<file path="src/rtl/cpu_bus_pkg.sv">
// Shared CPU bus definitions for memory-mapped responders.
// Holds the timer register offsets (DIV/TIMA/TMA/TAC relative to the timer base address),
// the TAC clock-select and timer FSM state enums, and the TAC tap helper function.
package cpu_bus_pkg;

  // Timer register offsets from the timer base address.
  localparam logic [1:0] TIMER_OFS_DIV  = 2'd0;
  localparam logic [1:0] TIMER_OFS_TIMA = 2'd1;
  localparam logic [1:0] TIMER_OFS_TMA  = 2'd2;
  localparam logic [1:0] TIMER_OFS_TAC  = 2'd3;

  // TAC[1:0] input clock select, named by the resulting TIMA rate in Hz.
  typedef enum logic [1:0] {
    TacClk4096   = 2'b00,
    TacClk262144 = 2'b01,
    TacClk65536  = 2'b10,
    TacClk16384  = 2'b11
  } tac_clk_sel_e;

  typedef enum logic [1:0] {
    TimerRun    = 2'd0,
    TimerOvf    = 2'd1,
    TimerReload = 2'd2
  } timer_state_e;

  // Gated tick signal: the system-counter bit picked by TAC[1:0], ANDed with the enable TAC[2].
  function automatic logic tac_tick_sig(logic [2:0] tac, logic [15:0] cnt);
    logic tap;
    tap = 1'b0;
    case (tac_clk_sel_e'(tac[1:0]))
      TacClk4096:   tap = cnt[9];
      TacClk262144: tap = cnt[3];
      TacClk65536:  tap = cnt[5];
      TacClk16384:  tap = cnt[7];
      default:      tap = 1'b0;
    endcase
    return tac[2] & tap;
  endfunction

endpackage

</file>
<file path="src/rtl/timer_tick_detect.sv">
// TIMA tick generator: selects the system-counter tap named by TAC, gates it with the TAC enable
// and emits a one-clk tick on each falling edge of the gated signal.
// Configuration macro: TIMER_DIV_GLITCH_EN
//   defined   - the history flop always holds last clk's tick_sig, so DIV/TAC writes that pull
//               tick_sig low produce a tick just like the free-running counter does.
//   undefined - DIV/TAC writes resync the history to the post-write tick_sig, so only the
//               free-running counter can produce ticks.
// Ports:
//   clk, reset_n  clock, asynchronous active-low reset
//   sys_cnt       current free-running system counter
//   tac           current TAC value
//   div_wr        DIV write commits at this edge
//   tac_wr        TAC write commits at this edge
//   tac_wdata     TAC value being written
//   tick          one-clk TIMA increment request
module timer_tick_detect
  import cpu_bus_pkg::*;
(
  input  logic        clk,
  input  logic        reset_n,
  input  logic [15:0] sys_cnt,
  input  logic [2:0]  tac,
  input  logic        div_wr,
  input  logic        tac_wr,
  input  logic [2:0]  tac_wdata,
  output logic        tick
);

  logic tick_sig;
  logic hist_q, hist_d;

  assign tick_sig = tac_tick_sig(tac, sys_cnt);
  assign tick     = hist_q & ~tick_sig;

`ifdef TIMER_DIV_GLITCH_EN
  logic unused_wr;
  assign unused_wr = ^{div_wr, tac_wr, tac_wdata};
  assign hist_d    = tick_sig;
`else
  always_comb begin
    hist_d = tick_sig;
    if (div_wr) begin
      // Counter restarts at 0, where every tap bit is low.
      hist_d = 1'b0;
    end else if (tac_wr) begin
      hist_d = tac_tick_sig(tac_wdata, sys_cnt);
    end
  end
`endif

  always_ff @(posedge clk or negedge reset_n) begin
    if (!reset_n) begin
      hist_q <= 1'b0;
    end else begin
      hist_q <= hist_d;
    end
  end

endmodule

</file>
<file path="src/rtl/gb_timer.sv">
// Memory-mapped DIV/TIMA/TMA/TAC timer responding on the CPU system bus.
// Configuration macro: TIMER_DIV_GLITCH_EN (see timer_tick_detect).
// Ports:
//   clk, reset_n   clock, asynchronous active-low reset
//   t_cycle        CPU T-cycle phase; writes commit when it is 3
//   mem_addr       CPU bus address
//   mem_enable     CPU bus access enable
//   mem_write      CPU bus write enable
//   mem_data_in    write data
//   mem_data_out   combinational read data, 8'hFF when not selected
//   mem_selected   access hits BASE_ADDR..BASE_ADDR+3
//   irq_timer      one-clk timer interrupt request
module gb_timer
  import cpu_bus_pkg::*;
#(
  parameter logic [15:0] BASE_ADDR = 16'hFF04
) (
  input  logic        clk,
  input  logic        reset_n,
  input  logic [1:0]  t_cycle,
  input  logic [15:0] mem_addr,
  input  logic        mem_enable,
  input  logic        mem_write,
  input  logic [7:0]  mem_data_in,
  output logic [7:0]  mem_data_out,
  output logic        mem_selected,
  output logic        irq_timer
);

  logic [15:0]  sys_cnt_q, sys_cnt_d;
  logic [7:0]   tima_q, tima_d;
  logic [7:0]   tma_q, tma_d;
  logic [2:0]   tac_q, tac_d;
  timer_state_e state_q, state_d;
  logic [1:0]   phase_q, phase_d;
  logic         irq_q, irq_d;

  logic [15:0] ofs;
  logic        wr_en, wr_div, wr_tima, wr_tma, wr_tac;
  logic        tick;

  // Unsigned wrap makes addresses below the base fall out of range too.
  assign ofs          = mem_addr - BASE_ADDR;
  assign mem_selected = mem_enable & (ofs < 16'd4);

  assign wr_en   = mem_selected & mem_write & (t_cycle == 2'd3);
  assign wr_div  = wr_en & (ofs[1:0] == TIMER_OFS_DIV);
  assign wr_tima = wr_en & (ofs[1:0] == TIMER_OFS_TIMA);
  assign wr_tma  = wr_en & (ofs[1:0] == TIMER_OFS_TMA);
  assign wr_tac  = wr_en & (ofs[1:0] == TIMER_OFS_TAC);

  always_comb begin
    mem_data_out = 8'hFF;
    if (mem_selected) begin
      unique case (ofs[1:0])
        TIMER_OFS_DIV:  mem_data_out = sys_cnt_q[15:8];
        TIMER_OFS_TIMA: mem_data_out = tima_q;
        TIMER_OFS_TMA:  mem_data_out = tma_q;
        TIMER_OFS_TAC:  mem_data_out = {5'b11111, tac_q};
        default:        mem_data_out = 8'hFF;
      endcase
    end
  end

  timer_tick_detect u_tick_detect (
    .clk       (clk),
    .reset_n   (reset_n),
    .sys_cnt   (sys_cnt_q),
    .tac       (tac_q),
    .div_wr    (wr_div),
    .tac_wr    (wr_tac),
    .tac_wdata (mem_data_in[2:0]),
    .tick      (tick)
  );

  assign sys_cnt_d = wr_div ? 16'h0000 : sys_cnt_q + 16'd1;
  assign tma_d     = wr_tma ? mem_data_in : tma_q;
  assign tac_d     = wr_tac ? mem_data_in[2:0] : tac_q;

  // Overflow FSM. phase counts the four clks spent in each of OVF and RELOAD.
  always_comb begin
    state_d = state_q;
    phase_d = phase_q;
    tima_d  = tima_q;
    irq_d   = 1'b0;
    unique case (state_q)
      TimerRun: begin
        if (wr_tima) begin
          tima_d = mem_data_in;
        end else if (tick) begin
          if (tima_q == 8'hFF) begin
            tima_d  = 8'h00;
            state_d = TimerOvf;
            phase_d = 2'd0;
          end else begin
            tima_d = tima_q + 8'd1;
          end
        end
      end
      TimerOvf: begin
        if (wr_tima) begin
          // CPU write cancels the pending reload and interrupt.
          tima_d  = mem_data_in;
          state_d = TimerRun;
        end else if (phase_q == 2'd3) begin
          tima_d  = tma_d;
          irq_d   = 1'b1;
          state_d = TimerReload;
          phase_d = 2'd0;
        end else begin
          phase_d = phase_q + 2'd1;
        end
      end
      TimerReload: begin
        // TIMA writes are ignored here; TMA writes pass straight through to TIMA.
        if (wr_tma) begin
          tima_d = mem_data_in;
        end
        if (phase_q == 2'd3) begin
          state_d = TimerRun;
        end else begin
          phase_d = phase_q + 2'd1;
        end
      end
      default: begin
        state_d = TimerRun;
      end
    endcase
  end

  always_ff @(posedge clk or negedge reset_n) begin
    if (!reset_n) begin
      sys_cnt_q <= 16'h0000;
      tima_q    <= 8'h00;
      tma_q     <= 8'h00;
      tac_q     <= 3'b000;
      state_q   <= TimerRun;
      phase_q   <= 2'd0;
      irq_q     <= 1'b0;
    end else begin
      sys_cnt_q <= sys_cnt_d;
      tima_q    <= tima_d;
      tma_q     <= tma_d;
      tac_q     <= tac_d;
      state_q   <= state_d;
      phase_q   <= phase_d;
      irq_q     <= irq_d;
    end
  end

  assign irq_timer = irq_q;

endmodule

</file>
<file path="config.mk">
export PLATFORM = sky130hd
export DESIGN_NAME = gb_timer
export DESIGN_NICKNAME = d
export VERILOG_FILES = /design/src/rtl/cpu_bus_pkg.sv /design/src/rtl/timer_tick_detect.sv /design/src/rtl/gb_timer.sv
export SDC_FILE = /design/constraint.sdc
export NUM_CORES = 1
export LEC_CHECK = 0
export CAP_MARGIN = 20
export CORE_MARGIN = 2
export CORE_UTILIZATION = 25
export DETAILED_ROUTE_END_ITERATION = 8
export GPL_TIMING_DRIVEN = 0
export HOLD_SLACK_MARGIN = 0.05
export SYNTH_ARGS = -nofsm -noshare
export SYNTH_HDL_FRONTEND = slang
export SYNTH_SLANG_ARGS = --single-unit
</file>
<file path="constraint.sdc">
create_clock -name clk -period 3.06 [get_ports clk]
set_input_delay 0.459 -clock clk [delete_from_list [all_inputs] [get_ports clk]]
set_output_delay 0.459 -clock clk [all_outputs]
set_load 0.005 [all_outputs]
</file>
== Word-level counts from Yosys, hierarchy flattened ==
Cells that the tools add are included.

* Register bits: 41
* Bits of input ports: 30
* Output and inout port bits: 10
* Logic and storage cells: 89

* Add/subtract/negate cells: 4
* Order comparisons: 1
* Equality and inequality tests: 23
* Mux-type cells: 34
* Bitwise gates (word level): 11
* Reductions and logical operators: 8

{| class="wikitable"
|+ Operator list
! cell !! count
|-
| 8-bit two-way mux || 8
|-
| 8-bit case mux with 4 select lines || 1
|-
| 2-bit two-way mux || 12
|-
| 8-bit case mux with 3 select lines || 1
|-
| 2-bit == test, second input constant || 9
|-
| 16-bit by 1-bit adder with 16-bit output, second input constant || 1
|-
| 16-bit by 3-bit < comparator with 1-bit output, second input constant || 1
|-
| 16-bit two-way mux || 1
|-
| 16-bit subtractor, second input constant || 1
|-
| 2-bit != test, second input constant || 7
|-
| 2-bit case mux with 3 select lines || 2
|-
| 1-bit AND || 10
|-
| 8-bit by 1-bit adder with 8-bit output, second input constant || 1
|-
| 2-bit by 1-bit == test with 1-bit output, second input constant || 4
|-
| 8-bit == test, second input constant || 1
|-
| 2-bit logical NOT || 4
|-
| 1-bit case mux with 4 select lines || 2
|-
| 1-bit two-way mux || 7
|-
| 3-bit != test, second input constant || 2
|-
| 6-bit AND reduction || 1
|-
| 5-bit AND reduction || 1
|-
| 4-bit AND reduction || 1
|-
| 3-bit nonzero test || 1
|-
| 2-bit by 1-bit adder with 2-bit output, second input constant || 1
|-
| 1-bit NOT || 1
|}

== Longest topological paths before layout ==
Gate-level depths: netlist (run 1).

* Depth after elaboration: 11
* Mapped depth: 10
* Depth with buffers taken out: 9

== Modules after synthesis ==
Synthesis (run 1) repeated with hierarchy kept, for this count alone.

* Cell total of the unflattened synthesis: 296
* Area total of the unflattened synthesis: 2795.2 um^2

{| class="wikitable"
|+ Modules (own cells, without submodules)
! module !! instances !! cells an instance !! area each (um^2) !! sequential area each (um^2)
|-
| gb_timer || 1 || 285 || 2686.3 || 1001.0
|-
| timer_tick_detect || 1 || 11 || 108.9 || 25.0
|}

== Worst setup path before layout (run 1) ==
Ideal clock, no wire load.

* Path type: input-to-reg
* From: in mem_addr[8]
* To: reg tima_q[2]
* Setup time: 0.128 ns
* Arrival time: 2.183 ns
* Required time: 2.932 ns
* Slack: 0.749 ns
* Stages on the path: 8
* Buffers on the path: 1
* Cell sequence: nand2_1 -> a211oi_2 -> mux2i_4 -> o2111ai_4 -> a221oi_2 -> and2_1 -> buf_4 -> a211oi_1

* Word-level cells in the longest chain between the ends: 10
* Elaborated cells between the ends (all ways): 16
* Classes of those cells: add/sub (1); order compare (1); eq/ne (3); mux (5); bitwise (5); reduce/logical (1)

{| class="wikitable"
|+ Ends and longest elaborated chain
! element !! RTL line !! text
|-
| from (decl) || gb_timer.sv:21 || <nowiki>input logic [15:0] mem_addr,</nowiki>
|-
| 16-bit subtractor * || gb_timer.sv:43 || <nowiki>assign ofs = mem_addr - BASE_ADDR;</nowiki>
|-
| 16-bit by 3-bit < comparator with 1-bit output * || gb_timer.sv:44 || <nowiki>assign mem_selected = mem_enable & (ofs < 16'd4);</nowiki>
|-
| 1-bit AND * || gb_timer.sv:44 ||
|-
| 1-bit AND * (2 in a row) || gb_timer.sv:46 || <nowiki>assign wr_en = mem_selected & mem_write & (t_cycle == 2'd3);</nowiki>
|-
| 1-bit AND || gb_timer.sv:49 || <nowiki>assign wr_tma = wr_en & (ofs[1:0] == TIMER_OFS_TMA);</nowiki>
|-
| 8-bit two-way mux || gb_timer.sv:77 || <nowiki>assign tma_d = wr_tma ? mem_data_in : tma_q;</nowiki>
|-
| 8-bit two-way mux || gb_timer.sv:105 || <nowiki>end else if (phase_q == 2'd3) begin</nowiki>
|-
| 8-bit two-way mux || gb_timer.sv:101 || <nowiki>if (wr_tima) begin</nowiki>
|-
| 8-bit case mux with 3 select lines || gb_timer.sv:86 || <nowiki>unique case (state_q)</nowiki>
|-
| to (signal assigned) || gb_timer.sv:142 || <nowiki>tima_q <= tima_d;</nowiki>
|-
| to (decl) || gb_timer.sv:31 || <nowiki>logic [7:0] tima_q, tima_d;</nowiki>
|}

Mark *: on every way between the ends. The rest lies on a longest branch, timed or not. The select of a mux whose other input is x is not followed.
A chain may end at the register's enable or synchronous reset.

== Worst setup path after layout (run 1) ==
* From: in mem_addr[3]
* To: out mem_data_out[4]

* Word-level cells in the longest chain between the ends: 4

{| class="wikitable"
|+ Ends and longest elaborated chain
! element !! RTL line !! text
|-
| 16-bit subtractor || gb_timer.sv:43 ||
|-
| 16-bit by 3-bit < comparator with 1-bit output || gb_timer.sv:44 ||
|-
| 1-bit AND || gb_timer.sv:44 ||
|-
| 8-bit two-way mux || gb_timer.sv:54 || <nowiki>if (mem_selected) begin</nowiki>
|-
| to (decl) || gb_timer.sv:25 || <nowiki>output logic [7:0] mem_data_out,</nowiki>
|}

Every way passes these cells.

==> run_summary.xml, run 1 <==
<?xml version="1.0" encoding="UTF-8"?>
<metrics>
  <group name="floorplanning">
    <metric name="ios" unit="">40</metric>
    <metric name="start_util" unit="%">25.6</metric>
    <metric name="num_rows" unit="">38</metric>
    <metric name="floorplan.die.width" unit="microns">109</metric>
    <metric name="die_area" unit="sq um">12000</metric>
    <metric name="core-area" unit="sq um">10800</metric>
    <metric name="die_h" unit="microns">109</metric>
  </group>
  <group name="grt">
    <metric name="wire_length_of_the_first_global_routing_pass" unit="mm">12.3</metric>
    <metric name="number_of_antenna_violations_at_the_first_check_in_global_routing" unit="">0</metric>
    <metric name="global_route.overflow_total" unit="">0</metric>
    <metric name="grt_start_max_net_pins" unit="">26</metric>
    <metric name="grt_pass1_vias" unit="">2463</metric>
    <metric name="global_route.usage.total" unit="%">13.3</metric>
  </group>
  <group name="yosys">
    <metric name="synth_flop_cell" unit="">sky130_fd_sc_hd__dfrtp_1</metric>
    <metric name="synth.ff_latch_count" unit="">41</metric>
    <metric name="synthesis.yosys.warnings" unit="">0</metric>
    <metric name="number_of_synthesized_flops_with_an_enable_pin" unit="">0</metric>
    <metric name="yosysUniqueCellTypes" unit="">52</metric>
    <metric name="syn-mean-instance-area" unit="sq um">9.51</metric>
    <metric name="synth.area.top_cells" unit="">sky130_fd_sc_hd__dfrtp_1, sky130_fd_sc_hd__mux2_2, sky130_fd_sc_hd__nor2_1</metric>
    <metric name="yosys.area.top_type_share" unit="%">36.9</metric>
    <metric name="synth_nets" unit="">329</metric>
    <metric name="ys_async_sr_fraction" unit="%">100</metric>
    <metric name="yosysSeqAreaShare" unit="%">36.9</metric>
    <metric name="post-synth-top-count-cell" unit="">sky130_fd_sc_hd__dfrtp_1</metric>
    <metric name="postSynthCellCount" unit="">292</metric>
    <metric name="netlist.top_cell.by_area" unit="">sky130_fd_sc_hd__dfrtp_1</metric>
    <metric name="synth_area" unit="sq um">2780</metric>
    <metric name="yosys-top-cells-count" unit="">sky130_fd_sc_hd__dfrtp_1, sky130_fd_sc_hd__nor2_1, sky130_fd_sc_hd__nand2_1</metric>
  </group>
  <group name="setup_path">
    <metric name="critPathSlowestCell" unit="">sky130_fd_sc_hd__clkdlybuf4s50_1</metric>
    <metric name="worst-endpoint-arrival" unit="ps">2480</metric>
    <metric name="cp_data_required_time" unit="ps">2600</metric>
    <metric name="critPathCaptureType" unit="">primary output</metric>
    <metric name="cp-start-kind" unit="">input pin</metric>
    <metric name="critPathKind" unit="">in2out</metric>
    <metric name="critical_path.cell_chain" unit="">clkdlybuf4s50_1 &gt; nor2_1 &gt; a211oi_4 &gt; mux2i_4 &gt; nor2_4 &gt; nor2_4 &gt; nand2_1 &gt; clkdlybuf4s50_1</metric>
    <metric name="crit_fanout" unit="">6</metric>
    <metric name="worst_path_largest_cell_delay" unit="ps">520</metric>
  </group>
  <group name="timing">
    <metric name="max_clock_freq" unit="MHz">340</metric>
    <metric name="grt_setup_unrepaired" unit="">false</metric>
    <metric name="totalNegativeSetupSlack" unit="ps">0</metric>
    <metric name="clock_tree_skew_after_final_layout" unit="ps">2.21</metric>
    <metric name="final.min_clock_period" unit="ps">2940</metric>
    <metric name="final.period_utilization" unit="%">96.2</metric>
    <metric name="setup_slack" unit="ps">116</metric>
    <metric name="setup_viol" unit="">0</metric>
    <metric name="max_slew_margin" unit="%">53.5</metric>
    <metric name="timing.final.hold_violations" unit="">0</metric>
    <metric name="worst_pin_slew" unit="ps">694</metric>
    <metric name="fin_hold_ws" unit="ps">75.5</metric>
    <metric name="slew_violations" unit="">0</metric>
  </group>
  <group name="placed_design">
    <metric name="detailed_place.area" unit="sq um">3360</metric>
    <metric name="place_congestion" unit="">0.820</metric>
    <metric name="placement.io_buffers" unit="">39</metric>
    <metric name="preCtsSetupSlack" unit="ps">-366</metric>
    <metric name="detailed_place_hpwl" unit="mm">5.65</metric>
  </group>
  <group name="finish">
    <metric name="layout-area-overhead-vs-synth" unit="%">28.6</metric>
    <metric name="multi_input_logic_area" unit="sq um">1750</metric>
    <metric name="layout.filler_cells" unit="">1109</metric>
    <metric name="final_layout_size_suffix_gt1_share" unit="%">18.3</metric>
    <metric name="sequential_cell_area" unit="sq um">1030</metric>
    <metric name="diodes" unit="">0</metric>
    <metric name="nNetsFinal" unit="">380</metric>
    <metric name="finish.instance_area" unit="sq um">3570</metric>
  </group>
  <group name="power">
    <metric name="fin_total_pwr" unit="mW">1.03</metric>
    <metric name="leakage" unit="nW">1.43</metric>
    <metric name="peakVddDrop" unit="mV">0.164</metric>
    <metric name="cellPowerDensity" unit="nW/um^2">287</metric>
  </group>
  <group name="drt">
    <metric name="first_iter_violations" unit="">137</metric>
    <metric name="route.detailed.wl_per_inst" unit="microns">15.7</metric>
    <metric name="detail_route.first_pass.iterations" unit="">4</metric>
    <metric name="detail_route.vias_per_cell" unit="">5.02</metric>
    <metric name="num_vias" unit="">2431</metric>
    <metric name="drtAntennaViolNets" unit="">0</metric>
    <metric name="routed_wirelength" unit="mm">7.61</metric>
    <metric name="detail_route.drc_violations" unit="">0</metric>
  </group>
  <group name="cts">
    <metric name="clk_root_buffer_cell" unit="">sky130_fd_sc_hd__clkbuf_8</metric>
    <metric name="cts_tree" unit="">yes</metric>
    <metric name="clock_latency_on_the_worst_skew_pair" unit="ps">300</metric>
    <metric name="clockBufferDepth" unit="">2</metric>
    <metric name="holdBufCountCts" unit="">0</metric>
    <metric name="clkSlewWorstSetupHoldPaths" unit="ps">80</metric>
    <metric name="cts_inserted_buffers" unit="">5</metric>
    <metric name="cts_max_level" unit="">2</metric>
    <metric name="clock_sink_count" unit="">41</metric>
  </group>
  <group name="outcome">
    <metric name="run_status" unit="">complete, no violations</metric>
  </group>
  <group name="min_path">
    <metric name="hold_path.class" unit="">in2async</metric>
  </group>
  <group name="flow_run">
    <metric name="cap_violations" unit="">0</metric>
  </group>
</metrics>
-- critical path, delay by kind of cell --
kind / cells / cell delay (ps)
and+or+nand+nor: 4 / 460
buffers and inverters: 2 / 990
muxes: 1 / 310
AOI/OAI and AO/OA: 1 / 260
-- timing repair --
item / in CTS / in global routing
gates resized for setup: 15 / 7
endpoints found under the hold margin: 0 / 0
pin swaps: 5 / 2
endpoints found under the setup margin: 9 / 26
buffers inserted: 4 / 0
-- path summary, 6_finish.rpt --
path | from | endpoint | slack [ps] | cells past startpoint
max | mem_addr[3] | mem_data_out[4] | 120 | 8
min | reset_n | sys_cnt_q[7]$_DFF_PN0_ | 80 | 1
max reg2reg | tima_q[0]$_DFFE_PN0P_ | phase_q[0]$_DFFE_PN0P_ | 540 | 7
min reg2reg | sys_cnt_q[0]$_DFF_PN0_ | sys_cnt_q[0]$_DFF_PN0_ | 500 | 1
max in group asynchronous | reset_n | tima_q[7]$_DFFE_PN0P_ | 2510 | 2
min in group clk | sys_cnt_q[0]$_DFF_PN0_ | sys_cnt_q[0]$_DFF_PN0_ | 500 | 1
-- cell usage in the layout, fill, tap and decap left out, types with 5 or more instances in the layout --
| master | count |
|---|---|
| sky130_fd_sc_hd__mux4_2 | 5 |
| sky130_fd_sc_hd__mux2_2 | 13 |
| sky130_fd_sc_hd__inv_1 | 9 |
| sky130_fd_sc_hd__clkbuf_1 | 6 |
| sky130_fd_sc_hd__nor3_1 | 13 |
| sky130_fd_sc_hd__nor2_1 | 32 |
| sky130_fd_sc_hd__a32oi_1 | 7 |
| sky130_fd_sc_hd__clkbuf_8 | 5 |
| sky130_fd_sc_hd__a21oi_1 | 8 |
| sky130_fd_sc_hd__clkdlybuf4s50_1 | 34 |
| sky130_fd_sc_hd__xor2_1 | 11 |
| sky130_fd_sc_hd__o22ai_1 | 5 |
| sky130_fd_sc_hd__xnor2_1 | 7 |
| sky130_fd_sc_hd__a211oi_2 | 5 |
| sky130_fd_sc_hd__buf_4 | 5 |
| sky130_fd_sc_hd__dfrtp_1 | 41 |
| sky130_fd_sc_hd__ha_1 | 7 |
| sky130_fd_sc_hd__and3_1 | 8 |
| sky130_fd_sc_hd__nand2_1 | 26 |
| sky130_fd_sc_hd__nand3_1 | 16 |
-- cells by family after synthesis --
logic type / share of synthesized area (%)
and+or+nand+nor: 22.3
AOI/OAI and AO/OA: 16.5
buffers and inverters: 3.33
DFF: 36.9
xor gates and xnor gates: 5.68
adders and majority gates: 3.15
muxes: 12.1
-- metal layers --
| layer | part of all wire, % | GRT usage (%) | vias to the layer above |
|---|---|---|---|
| li1 | - | - | 1162 |
| met1 | 46 | 17.7 | 1173 |
| met2 | 45 | 21.4 | 84 |
| met3 | 6.8 | 2.73 | 12 |
| met4 | 2.1 | 4.97 | 0 |
| met5 | 0 | 0 | - |
-- stage by stage --
stage                     util [%]  instances
after global placement        30.8        471
final                         33.0        484
after detailed placement      31.0        472
after floorplan                  -        292
after global routing          33.0        484
after CTS                     32.6        484
-- layout make-up --
class                      instances  share of cell area (%)
inverter                           9                   0.945
clock buffer                       5                    1.93
timing repair buffer              44                    12.4
clock inverter                     3                   0.490
tap                              140                    4.90
multi-input combinational        230                    48.9
buffer                            12                    1.79
sequential                        41                    28.7
-- report_power, final --
part	switching, mW	internal, mW
logic	0.0551	0.0590
clock network	0.204	0.158
registers	0.00538	0.545
total	0.265	0.762
-- registers in the layout, summed over array words and instances, names as in the netlist --
name                  count
irq_timer                 1
phase_q                   2
state_q                   2
sys_cnt_q                16
tac_q                     3
tima_q                    8
tma_q                     8
u_tick_detect.hist_q      1
Power figures use the tool's default switching activity.
==> run 2, diff against run 1 <==
--- a/config.mk
+++ b/config.mk
@@ -6,7 +6,7 @@
 export NUM_CORES = 1
 export LEC_CHECK = 0
 export CAP_MARGIN = 20
-export CORE_MARGIN = 2
+export CORE_MARGIN = 1.5
 export CORE_UTILIZATION = 25
 export DETAILED_ROUTE_END_ITERATION = 8
 export GPL_TIMING_DRIVEN = 0
==> constraint.sdc (replaced) <==
create_clock -name clk -period 3.06 [get_ports clk]
set_input_delay 0.612 -clock clk [delete_from_list [all_inputs] [get_ports clk]]
set_output_delay 0.612 -clock clk [all_outputs]
set_load 0.005 [all_outputs]
==> run 2 against run 1 <==
Effect of this change:
- fmax is 1.1% lower
- non-clock buffer count is 12 higher
- register-to-register slack better by 40 ps
- global-route usage is 0.43 points higher
- clock power is 26% higher
- clock-buffer cell count stayed put
- first-iteration DRC count stayed put
- clock skew is 4.5 ps higher
- largest power group unchanged
- critical endpoint is now u_tick_detect.hist_q$_DFF_PN0_
==> run_summary.xml, run 2 (synthesized netlist as in run 1, its figures left out) <==
<?xml version="1.0" encoding="UTF-8"?>
<metrics>
  <group name="finish">
    <metric name="final_layout_size_suffix_gt1_share" unit="%">24.4</metric>
    <metric name="post_layout_nonfiller_instances" unit="">496</metric>
    <metric name="diodes" unit="">0</metric>
    <metric name="layout_top_registers" unit="">sys_cnt_q x16, tima_q x8, tma_q x8</metric>
    <metric name="layout.filler_cells" unit="">1127</metric>
    <metric name="utilization" unit="%">34.2</metric>
    <metric name="finish.instance_area" unit="sq um">3710</metric>
    <metric name="registers.top_by_ff_count" unit="">sys_cnt_q</metric>
    <metric name="layout-area-overhead-vs-synth" unit="%">33.5</metric>
    <metric name="most-common-layout-cells" unit="">sky130_fd_sc_hd__dfrtp_1, sky130_fd_sc_hd__nor2_1, sky130_fd_sc_hd__nand2_1</metric>
    <metric name="largest_register_ff_count" unit="">16</metric>
    <metric name="most_common_cell_after_layout_fill_and_taps_aside" unit="">sky130_fd_sc_hd__dfrtp_1</metric>
    <metric name="nNetsFinal" unit="">392</metric>
  </group>
  <group name="setup_path">
    <metric name="path_delay_family" unit="">buffers and inverters</metric>
    <metric name="worst-endpoint-arrival" unit="ps">3210</metric>
    <metric name="path_buf_inv" unit="">5</metric>
    <metric name="crit_fanout" unit="">5</metric>
    <metric name="critical_path.most_common_cell" unit="">sky130_fd_sc_hd__buf_6</metric>
    <metric name="critPathKind" unit="">in2reg</metric>
    <metric name="critPathCaptureType" unit="">flop</metric>
    <metric name="cp_data_required_time" unit="ps">3290</metric>
    <metric name="worst_path_largest_cell_delay" unit="ps">470</metric>
    <metric name="cp-start-kind" unit="">input pin</metric>
    <metric name="critPathSlowestCell" unit="">sky130_fd_sc_hd__clkdlybuf4s50_1</metric>
    <metric name="critical_path.cell_chain" unit="">clkdlybuf4s50_1 &gt; nand2_2 &gt; a211oi_4 &gt; mux2i_4 &gt; buf_6 &gt; buf_4 &gt; buf_6 &gt; o21ai_1 &gt; or3_1 &gt; buf_2 &gt; mux2_1 &gt; nor2_1</metric>
  </group>
  <group name="floorplanning">
    <metric name="num_rows" unit="">38</metric>
    <metric name="floorplan.die.width" unit="microns">108</metric>
    <metric name="die_h" unit="microns">108</metric>
    <metric name="start_util" unit="%">25.6</metric>
    <metric name="core-area" unit="sq um">10800</metric>
    <metric name="die_area" unit="sq um">11800</metric>
    <metric name="ios" unit="">40</metric>
  </group>
  <group name="outcome">
    <metric name="run_status" unit="">complete, no violations</metric>
  </group>
  <group name="cts">
    <metric name="cts_inserted_buffers" unit="">5</metric>
    <metric name="clock_sink_count" unit="">41</metric>
    <metric name="cts_max_level" unit="">2</metric>
    <metric name="clkSlewWorstSetupHoldPaths" unit="ps">90</metric>
    <metric name="clockBufferDepth" unit="">2</metric>
    <metric name="holdBufCountCts" unit="">0</metric>
    <metric name="cts_tree" unit="">yes</metric>
    <metric name="clock_latency_on_the_worst_skew_pair" unit="ps">310</metric>
    <metric name="clk_root_buffer_cell" unit="">sky130_fd_sc_hd__clkbuf_8</metric>
  </group>
  <group name="timing">
    <metric name="worst_pin_slew" unit="ps">529</metric>
    <metric name="timing.final.hold_violations" unit="">0</metric>
    <metric name="totalNegativeSetupSlack" unit="ps">0</metric>
    <metric name="final.min_clock_period" unit="ps">2980</metric>
    <metric name="clock_tree_skew_after_final_layout" unit="ps">6.70</metric>
    <metric name="final.period_utilization" unit="%">97.3</metric>
    <metric name="setup_viol" unit="">0</metric>
    <metric name="setup_slack" unit="ps">83.6</metric>
    <metric name="fin_hold_ws" unit="ps">280</metric>
    <metric name="slew_violations" unit="">0</metric>
    <metric name="max_slew_margin" unit="%">64.5</metric>
    <metric name="max_clock_freq" unit="MHz">336</metric>
  </group>
  <group name="drt">
    <metric name="drtAntennaViolNets" unit="">0</metric>
    <metric name="detail_route.drc_violations" unit="">0</metric>
    <metric name="num_vias" unit="">2503</metric>
    <metric name="routed_wirelength" unit="mm">7.78</metric>
    <metric name="detail_route.first_pass.iterations" unit="">4</metric>
    <metric name="first_iter_violations" unit="">137</metric>
    <metric name="route.detailed.wl_per_inst" unit="microns">15.7</metric>
    <metric name="detail_route.vias_per_cell" unit="">5.05</metric>
  </group>
  <group name="grt">
    <metric name="grt_pass1_vias" unit="">2468</metric>
    <metric name="number_of_antenna_violations_at_the_first_check_in_global_routing" unit="">0</metric>
    <metric name="grt_start_max_net_pins" unit="">22</metric>
    <metric name="global_route.usage.total" unit="%">13.8</metric>
    <metric name="wire_length_of_the_first_global_routing_pass" unit="mm">12.4</metric>
    <metric name="global_route.overflow_total" unit="">0</metric>
  </group>
  <group name="placed_design">
    <metric name="place_congestion" unit="">0.861</metric>
    <metric name="placed_cells" unit="">472</metric>
    <metric name="placement.io_buffers" unit="">39</metric>
    <metric name="preCtsSetupSlack" unit="ps">-667</metric>
    <metric name="detailed_place.area" unit="sq um">3370</metric>
    <metric name="detailed_place_hpwl" unit="mm">5.81</metric>
  </group>
  <group name="power">
    <metric name="cellPowerDensity" unit="nW/um^2">304</metric>
    <metric name="fin_total_pwr" unit="mW">1.13</metric>
    <metric name="peakVddDrop" unit="mV">0.146</metric>
    <metric name="leakage" unit="nW">1.55</metric>
  </group>
  <group name="min_path">
    <metric name="hold_path.class" unit="">in2async</metric>
  </group>
  <group name="flow_run">
    <metric name="cap_violations" unit="">0</metric>
  </group>
</metrics>
-- run 2: cell count changes in the layout (fill, tap and decap cells not counted), moves of 2 or more --
| cell | before | now |
|---|---|---|
| sky130_fd_sc_hd__buf_8 | 0 | 2 |
| sky130_fd_sc_hd__clkdlybuf4s50_1 | 34 | 21 |
| sky130_fd_sc_hd__dlygate4sd2_1 | 1 | 7 |
| sky130_fd_sc_hd__clkinv_2 | 2 | 0 |
| sky130_fd_sc_hd__clkbuf_2 | 1 | 10 |
| sky130_fd_sc_hd__buf_4 | 5 | 10 |
| sky130_fd_sc_hd__buf_6 | 1 | 7 |
-- run 2: cell type report --
class / count / area (sq um) / area share [%]
Sequential cell: 41 / 1030 / 27.7
Buffer: 12 / 80.1 / 2.16
Timing Repair Buffer: 56 / 512 / 13.8
Inverter: 9 / 33.8 / 0.911
Clock buffer: 5 / 68.8 / 1.86
Multi-Input combinational cell: 230 / 1770 / 47.6
Tap cell: 140 / 175 / 4.72
Clock inverter: 3 / 46.3 / 1.25
-- run 2: final timing paths --
| path | cells after the start | to | slack [ps] | from |
|---|---|---|---|---|
| max | 12 | u_tick_detect.hist_q$_DFF_PN0_ | 80 | mem_addr[10] |
| min | 1 | tima_q[5]$_DFFE_PN0P_ | 280 | reset_n |
| max reg2reg | 7 | phase_q[0]$_DFFE_PN0P_ | 580 | tima_q[0]$_DFFE_PN0P_ |
| min reg2reg | 1 | sys_cnt_q[0]$_DFF_PN0_ | 500 | sys_cnt_q[0]$_DFF_PN0_ |
| max in group asynchronous | 2 | u_tick_detect.hist_q$_DFF_PN0_ | 2300 | reset_n |
| min in group clk | 1 | sys_cnt_q[0]$_DFF_PN0_ | 500 | sys_cnt_q[0]$_DFF_PN0_ |
-- run 2: per-layer routing --
layer | global-route usage (%) | up-vias | part of all wire, %
met5 | 0 | - | 0
met4 | 5.26 | 0 | 2.5
met3 | 2.71 | 14 | 6.1
met2 | 22.6 | 84 | 46
met1 | 17.8 | 1211 | 45
li1 | - | 1194 | -
-- run 2: repair_timing --
action,4_1_cts,5_1_grt
gates resized for setup,41,27
pin swaps,8,7
gates cloned,0,1
buffers inserted,7,8
endpoints found under the setup margin,19,28
-- run 2: where the power goes --
part / leakage, nW / internal, mW / switching (mW)
Sequential: 0.527 / 0.545 / 0.00548
Clock: 0.0543 / 0.244 / 0.212
Combinational: 0.966 / 0.0624 / 0.0571
